==> src/rtl/serial_link_pkg.sv <==
// Shared constants and helpers for both ends of the 16-slot serial link.
package serial_link_pkg;

    localparam int SL_DATA_WIDTH = 15;
    localparam int SL_FRAME_LEN  = 16;

    localparam logic SL_FLAG_DATA = 1'b1;
    localparam logic SL_FLAG_IDLE = 1'b0;

    // Kind of frame currently on the wire; the encoding equals the flag bit.
    typedef enum logic {
        FRAME_IDLE = 1'b0,
        FRAME_DATA = 1'b1
    } frame_type_e;

    // Width of a slot counter that must count 0..last_slot inclusive.
    function automatic int sl_slot_width(input int last_slot);
        int w;
        w = $clog2(last_slot + 1);
        if (w < 1) begin
            w = 1;
        end else begin
            w = w;
        end
        return w;
    endfunction

endpackage

==> src/rtl/serial_slot_counter.sv <==
// Free-running 0..LAST wrap counter that defines slot alignment on the link.
// Never stalls; both link ends run one from the same reset release.
module serial_slot_counter
    import serial_link_pkg::*;
#(
    parameter int LAST = SL_DATA_WIDTH
) (
    input  logic clock,
    input  logic reset,
    output logic last_slot,
    output logic first_slot
);

    localparam int W = sl_slot_width(LAST);
    localparam logic [W-1:0] LAST_SLOT = W'(LAST);

    logic [W-1:0] slot_r;
    logic [W-1:0] slot_s;

    // Next slot: wrap to zero after the last slot, otherwise step by one.
    always_comb begin
        slot_s = slot_r;
        if (slot_r == LAST_SLOT) begin
            slot_s = '0;
        end else begin
            slot_s = slot_r + W'(1);
        end
    end

    // Slot register plus registered slot-0 decode so first_slot is glitch free.
    always_ff @(posedge clock or posedge reset) begin
        if (reset) begin
            slot_r     <= '0;
            first_slot <= 1'b1;
        end else begin
            slot_r     <= slot_s;
            first_slot <= (slot_s == '0);
        end
    end

    assign last_slot = (slot_r == LAST_SLOT);

endmodule

==> src/rtl/serial_frame_transmitter.sv <==
// Parallel-to-serial frame transmitter: one flag bit then DATA_WIDTH payload
// bits, MSB first, back to back. One word buffered in hold, one in the shifter.
module serial_frame_transmitter
    import serial_link_pkg::*;
#(
    parameter int DATA_WIDTH = SL_DATA_WIDTH
) (
    input  logic                  serial_clock,
    input  logic                  reset,
    input  logic [DATA_WIDTH-1:0] data_in,
    input  logic                  data_valid,
    output logic                  data_ready,
    output logic                  serial_data,
    output logic                  frame_start,
    output logic                  busy
);

    logic                  boundary_s;
    logic [DATA_WIDTH-1:0] shreg_r;
    logic [DATA_WIDTH-1:0] shreg_s;
    logic [DATA_WIDTH-1:0] hold_r;
    logic [DATA_WIDTH-1:0] hold_s;
    logic                  hold_full_r;
    logic                  hold_full_s;
    frame_type_e           frame_valid_r;
    frame_type_e           frame_valid_s;
    logic                  serial_s;

    serial_slot_counter #(
        .LAST(DATA_WIDTH)
    ) u_slot_counter (
        .clock      (serial_clock),
        .reset      (reset),
        .last_slot  (boundary_s),
        .first_slot (frame_start)
    );

    // Next-state: shift out payload, load a new frame at the boundary, accept words.
    always_comb begin
        shreg_s       = shreg_r;
        hold_s        = hold_r;
        hold_full_s   = hold_full_r;
        frame_valid_s = frame_valid_r;
        serial_s      = serial_data;

        if (boundary_s) begin
            if (hold_full_r) begin
                serial_s      = SL_FLAG_DATA;
                shreg_s       = hold_r;
                frame_valid_s = FRAME_DATA;
                hold_full_s   = 1'b0;
            end else begin
                serial_s      = SL_FLAG_IDLE;
                shreg_s       = '0;
                frame_valid_s = FRAME_IDLE;
            end
        end else begin
            serial_s = shreg_r[DATA_WIDTH-1];
            shreg_s  = shreg_r << 1;
        end

        // Ready is the registered !hold_full, so an accept can never collide
        // with the boundary load emptying hold in the same cycle.
        if (data_valid && !hold_full_r) begin
            hold_s      = data_in;
            hold_full_s = 1'b1;
        end else begin
            hold_s = hold_s;
        end
    end

    // State and output registers; reset abandons any partial frame and buffered word.
    always_ff @(posedge serial_clock or posedge reset) begin
        if (reset) begin
            serial_data   <= 1'b0;
            shreg_r       <= '0;
            hold_r        <= '0;
            hold_full_r   <= 1'b0;
            frame_valid_r <= FRAME_IDLE;
            data_ready    <= 1'b1;
        end else begin
            serial_data   <= serial_s;
            shreg_r       <= shreg_s;
            hold_r        <= hold_s;
            hold_full_r   <= hold_full_s;
            frame_valid_r <= frame_valid_s;
            data_ready    <= !hold_full_s;
        end
    end

    assign busy = (frame_valid_r == FRAME_DATA);

endmodule

==> config.mk <==
export PLATFORM = sky130hd
export DESIGN_NAME = serial_frame_transmitter
export DESIGN_NICKNAME = d
export VERILOG_FILES = /design/src/rtl/serial_link_pkg.sv /design/src/rtl/serial_slot_counter.sv /design/src/rtl/serial_frame_transmitter.sv
export SDC_FILE = /design/constraint.sdc
export NUM_CORES = 1
export LEC_CHECK = 0
export ABC_AREA = 1
export CORE_ASPECT_RATIO = 1.25
export CORE_UTILIZATION = 50
export CTS_BUF_LIST = sky130_fd_sc_hd__clkbuf_8
export DETAILED_ROUTE_END_ITERATION = 12
export PLACE_DENSITY = 0.77
export SLEW_MARGIN = 25
export SYNTH_ARGS = -nofsm -noshare
export SYNTH_HDL_FRONTEND = slang
export SYNTH_HIERARCHICAL = 1
export SYNTH_SLANG_ARGS = --single-unit
==> constraint.sdc <==
create_clock -name serial_clock -period 1.3 [get_ports serial_clock]
set_input_delay 0.195 -clock serial_clock [delete_from_list [all_inputs] [get_ports serial_clock]]
set_output_delay 0.195 -clock serial_clock [all_outputs]
set_load 0.02 [all_outputs]
==> impl_metrics.csv <==
group,metric,value,unit
layout,multiInputGateArea,504,sq um
floorplan,core.rowCount,22,
sta,period_share,0.972,
detailed_routing,firstDrtPassIters,4,
global_routing,grt_max_degree,35,
floorplan,start_util,0.535,
power_and_ir_drop,netSwitchingPower,0.608,mW
clock_network,clockBufferDepth,2,
layout,regArea,978,sq um
layout,area_growth,28.5,%
logic_synthesis,ys_types,19,
outcome,status,"completed",
logic_synthesis,postSynthCellCount,162,
placement,gp_congestion,0.814,
detailed_routing,vias_per_cell,5.08,
sta,finalClockSkew,0.00427,ns
clock_network,tritoncts,"done",
floorplan,coreArea,2970,sq um
layout,n_antenna_cell,0,
power_and_ir_drop,p_int,1.94,mW
clock_network,clock_sinks,39,
floorplan,die_height,65.1,um
sta,finalCriticalPeriod,1.26,ns
detailed_routing,vias,1179,
critical_path,crit_path_end_kind,"flop",
power_and_ir_drop,p_comb_frac,0.104,
sta,rsz0062_at_grt,"true",
logic_synthesis,ys_seq_area_frac,0.615,
detailed_routing,drt-total-wl,3090,um
critical_path,required,1.54,ns
critical_path,crit_type,"reg2reg",
floorplan,die_w,52.5,um
global_routing,grt_use_total,0.222,
placement,portBuffers,21,
sta,hold_viol,0,
run,max_cap_violations,0,
critical_path,arrival,1.50,ns
critical_path,path_max_fanout,6,
placement,dp.cells,218,
sta,maxSlewViolCount,0,
layout,fin_nets,214,
placement,dpl.hpwl,2060,um
global_routing,antenna_found_initial,0,
critical_path,startpoint_type,"flop",
power_and_ir_drop,pwr-share-clk,0.347,
logic_synthesis,yosysWarnings,6,
clock_network,insertion_delay,0.30,ns
logic_synthesis,synth-seq-cells,39,
logic_synthesis,avgSynthCellArea,9.82,sq um
critical_path,reg2reg_depth,7,
global_routing,grt_pass1_wl,5310,um
sta,worstMarginPinSlew,0.471,ns
global_routing,grt_pass1_vias,1215,
layout,final_cells,232,
logic_synthesis,syn_nets,181,
clock_network,cts.clk_slew.worst_paths,0.07,ns
sta,max_freq,792,MHz
power_and_ir_drop,leakagePower,1.05,nW
layout,post_route_cells_drive_above_1_share,0.189,
layout,fin_util,0.688,
min_path,min_path_type,"in2async",
global_routing,grt-ovfl-total,0,
layout,fillers,222,
detailed_routing,drt_iter0_markers,49,
power_and_ir_drop,powerDensity,1250,nW/um^2
power_and_ir_drop,seqPwrFrac,0.549,
detailed_routing,ant_nets,0,
power_and_ir_drop,switching_share,0.239,
logic_synthesis,syn-cell-area,1590,sq um
clock_network,clock-root-buffer,"clkbuf_8",
sta,maxSlewHeadroom,0.686,
clock_network,cts_buffers,5,
floorplan,io_pins,22,
floorplan,dieArea,3410,sq um
clock_network,cts_htree_levels,2,
sta,setup_viol,0,
detailed_routing,drcViolationCount,0,
detailed_routing,wire_per_inst,13.3,um
power_and_ir_drop,peakVddDrop,1140,uV
critical_path,r2r_slack,0.04,ns
[power groups by stage]
| stage | logic [mW] | registers, mW | clock network, mW |
|---|---|---|---|
| after detailed placement | 0.270 | 1.42 | 0 |
| after global routing | 0.303 | 1.41 | 0.951 |
| after floorplan | 0.169 | 1.40 | 0 |
| after global placement | 0.256 | 1.41 | 0 |
| final | 0.266 | 1.40 | 0.884 |
| after CTS | 0.267 | 1.40 | 0.898 |
[cells by family (layout without fill, tap and decap cells)]
kind of cell	count (synthesis)	count (layout)	synth area share
flip-flops	39	39	0.615
adder cells (fa/ha/maj)	1	1	0.00786
XOR/XNOR	1	1	0.00550
AO/OA/AOI/OAI	2	2	0.0102
buffers and inverters	17	51	0.0786
AND/OR/NAND/NOR	102	102	0.283
[what timing repair did]
action | CTS | global route
resized for setup | 13 | 4
setup buffers | 4 | 1
gates cloned | 0 | 1
setup endpoints to repair | 22 | 17
pin swaps | 1 | 1
hold buffers | 0 | 0
[layer usage]
layer  global-route usage  vias up  part of all wire
met5                    0        -                 0
met3               0.0728        9             0.046
met2                0.339       38              0.51
met1                0.270      559              0.41
li1                     -      573                 -
met4                0.132        0             0.033
[state kept, by name (all words and copies together) (netlist names)]
register / count
u_slot_counter/first_slot: 1
serial_data: 1
u_slot_counter/slot_r: 4
busy: 1
shreg_r: 15
hold_r: 15
hold_full_r: 1
data_ready: 1
[path summary, 6_finish.rpt]
path                                                    startpoint                                 end
worst max-delay path            u_slot_counter/slot_r[1]$_DFF_PP0_               shreg_r[11]$_DFF_PP0_
worst min-delay path                                         reset  u_slot_counter/slot_r[1]$_DFF_PP0_
worst max register to register  u_slot_counter/slot_r[1]$_DFF_PP0_               shreg_r[11]$_DFF_PP0_
worst min register to register                shreg_r[3]$_DFF_PP0_                shreg_r[4]$_DFF_PP0_
max in group asynchronous                                    reset                data_ready$_DFF_PP1_
min in group serial_clock                               data_in[5]               hold_r[5]$_DFFE_PP0P_
[layout make-up]
class                           count  share of cell area
Multi-Input combinational cell    106               0.246
Sequential cell                    39               0.478
Timing Repair Buffer               35               0.185
Inverter                            8              0.0196
Tap cell                           36              0.0220
Clock inverter                      1             0.00183
Clock buffer                        7              0.0471
[Yosys cell counts (all sizes together)]
cell,count,area (sq um)
o21bai,1,11.3
dfstp,2,52.6
xor2,1,8.76
dfrtp,37,926
nand2,66,274
o21ai,1,5.00
nor2,4,15.0
nand4,1,6.26
ha,1,12.5
inv,8,37.5
buf,9,87.6
nand3,31,155
[critical path, cell delays in order (launching register included)]
cell     delay [ns]
dfrtp_1        0.38
ha_2           0.20
nand2_2        0.06
nor2_2         0.11
buf_6          0.16
buf_4          0.12
nand3_1        0.08
nand2_1        0.09
[per-stage QoR]
step / hold slack, ns / setup WS, ns / setup TNS (ns) / area (sq um) / power (mW)
after global placement: 0.424 / 0.0108 / 0 / 1860 / 1.67
after CTS: 0.122 / 0.0105 / 0 / 2000 / 2.56
after global routing: 0.180 / -0.0413 / -0.271 / 2050 / 2.66
after floorplan: -0.0272 / 0.0317 / 0 / 1590 / 1.57
after detailed placement: 0.435 / -0.0742 / -0.304 / 1860 / 1.69
final: 0.123 / 0.0368 / 0 / 2050 / 2.55
[placed cells by master (no fill, tap or decap), types with 2 or more instances in the layout]
master,n
buf_12,3
buf_4,8
buf_6,2
clkbuf_8,7
clkdlybuf4s15_2,2
clkdlybuf4s50_1,17
dfrtp_1,37
dfstp_2,2
dlygate4sd2_1,2
inv_1,7
nand2_1,60
nand2_2,4
nand3_1,31
nor2_1,3
No activity file was read; power rests on OpenSTA's default activity.
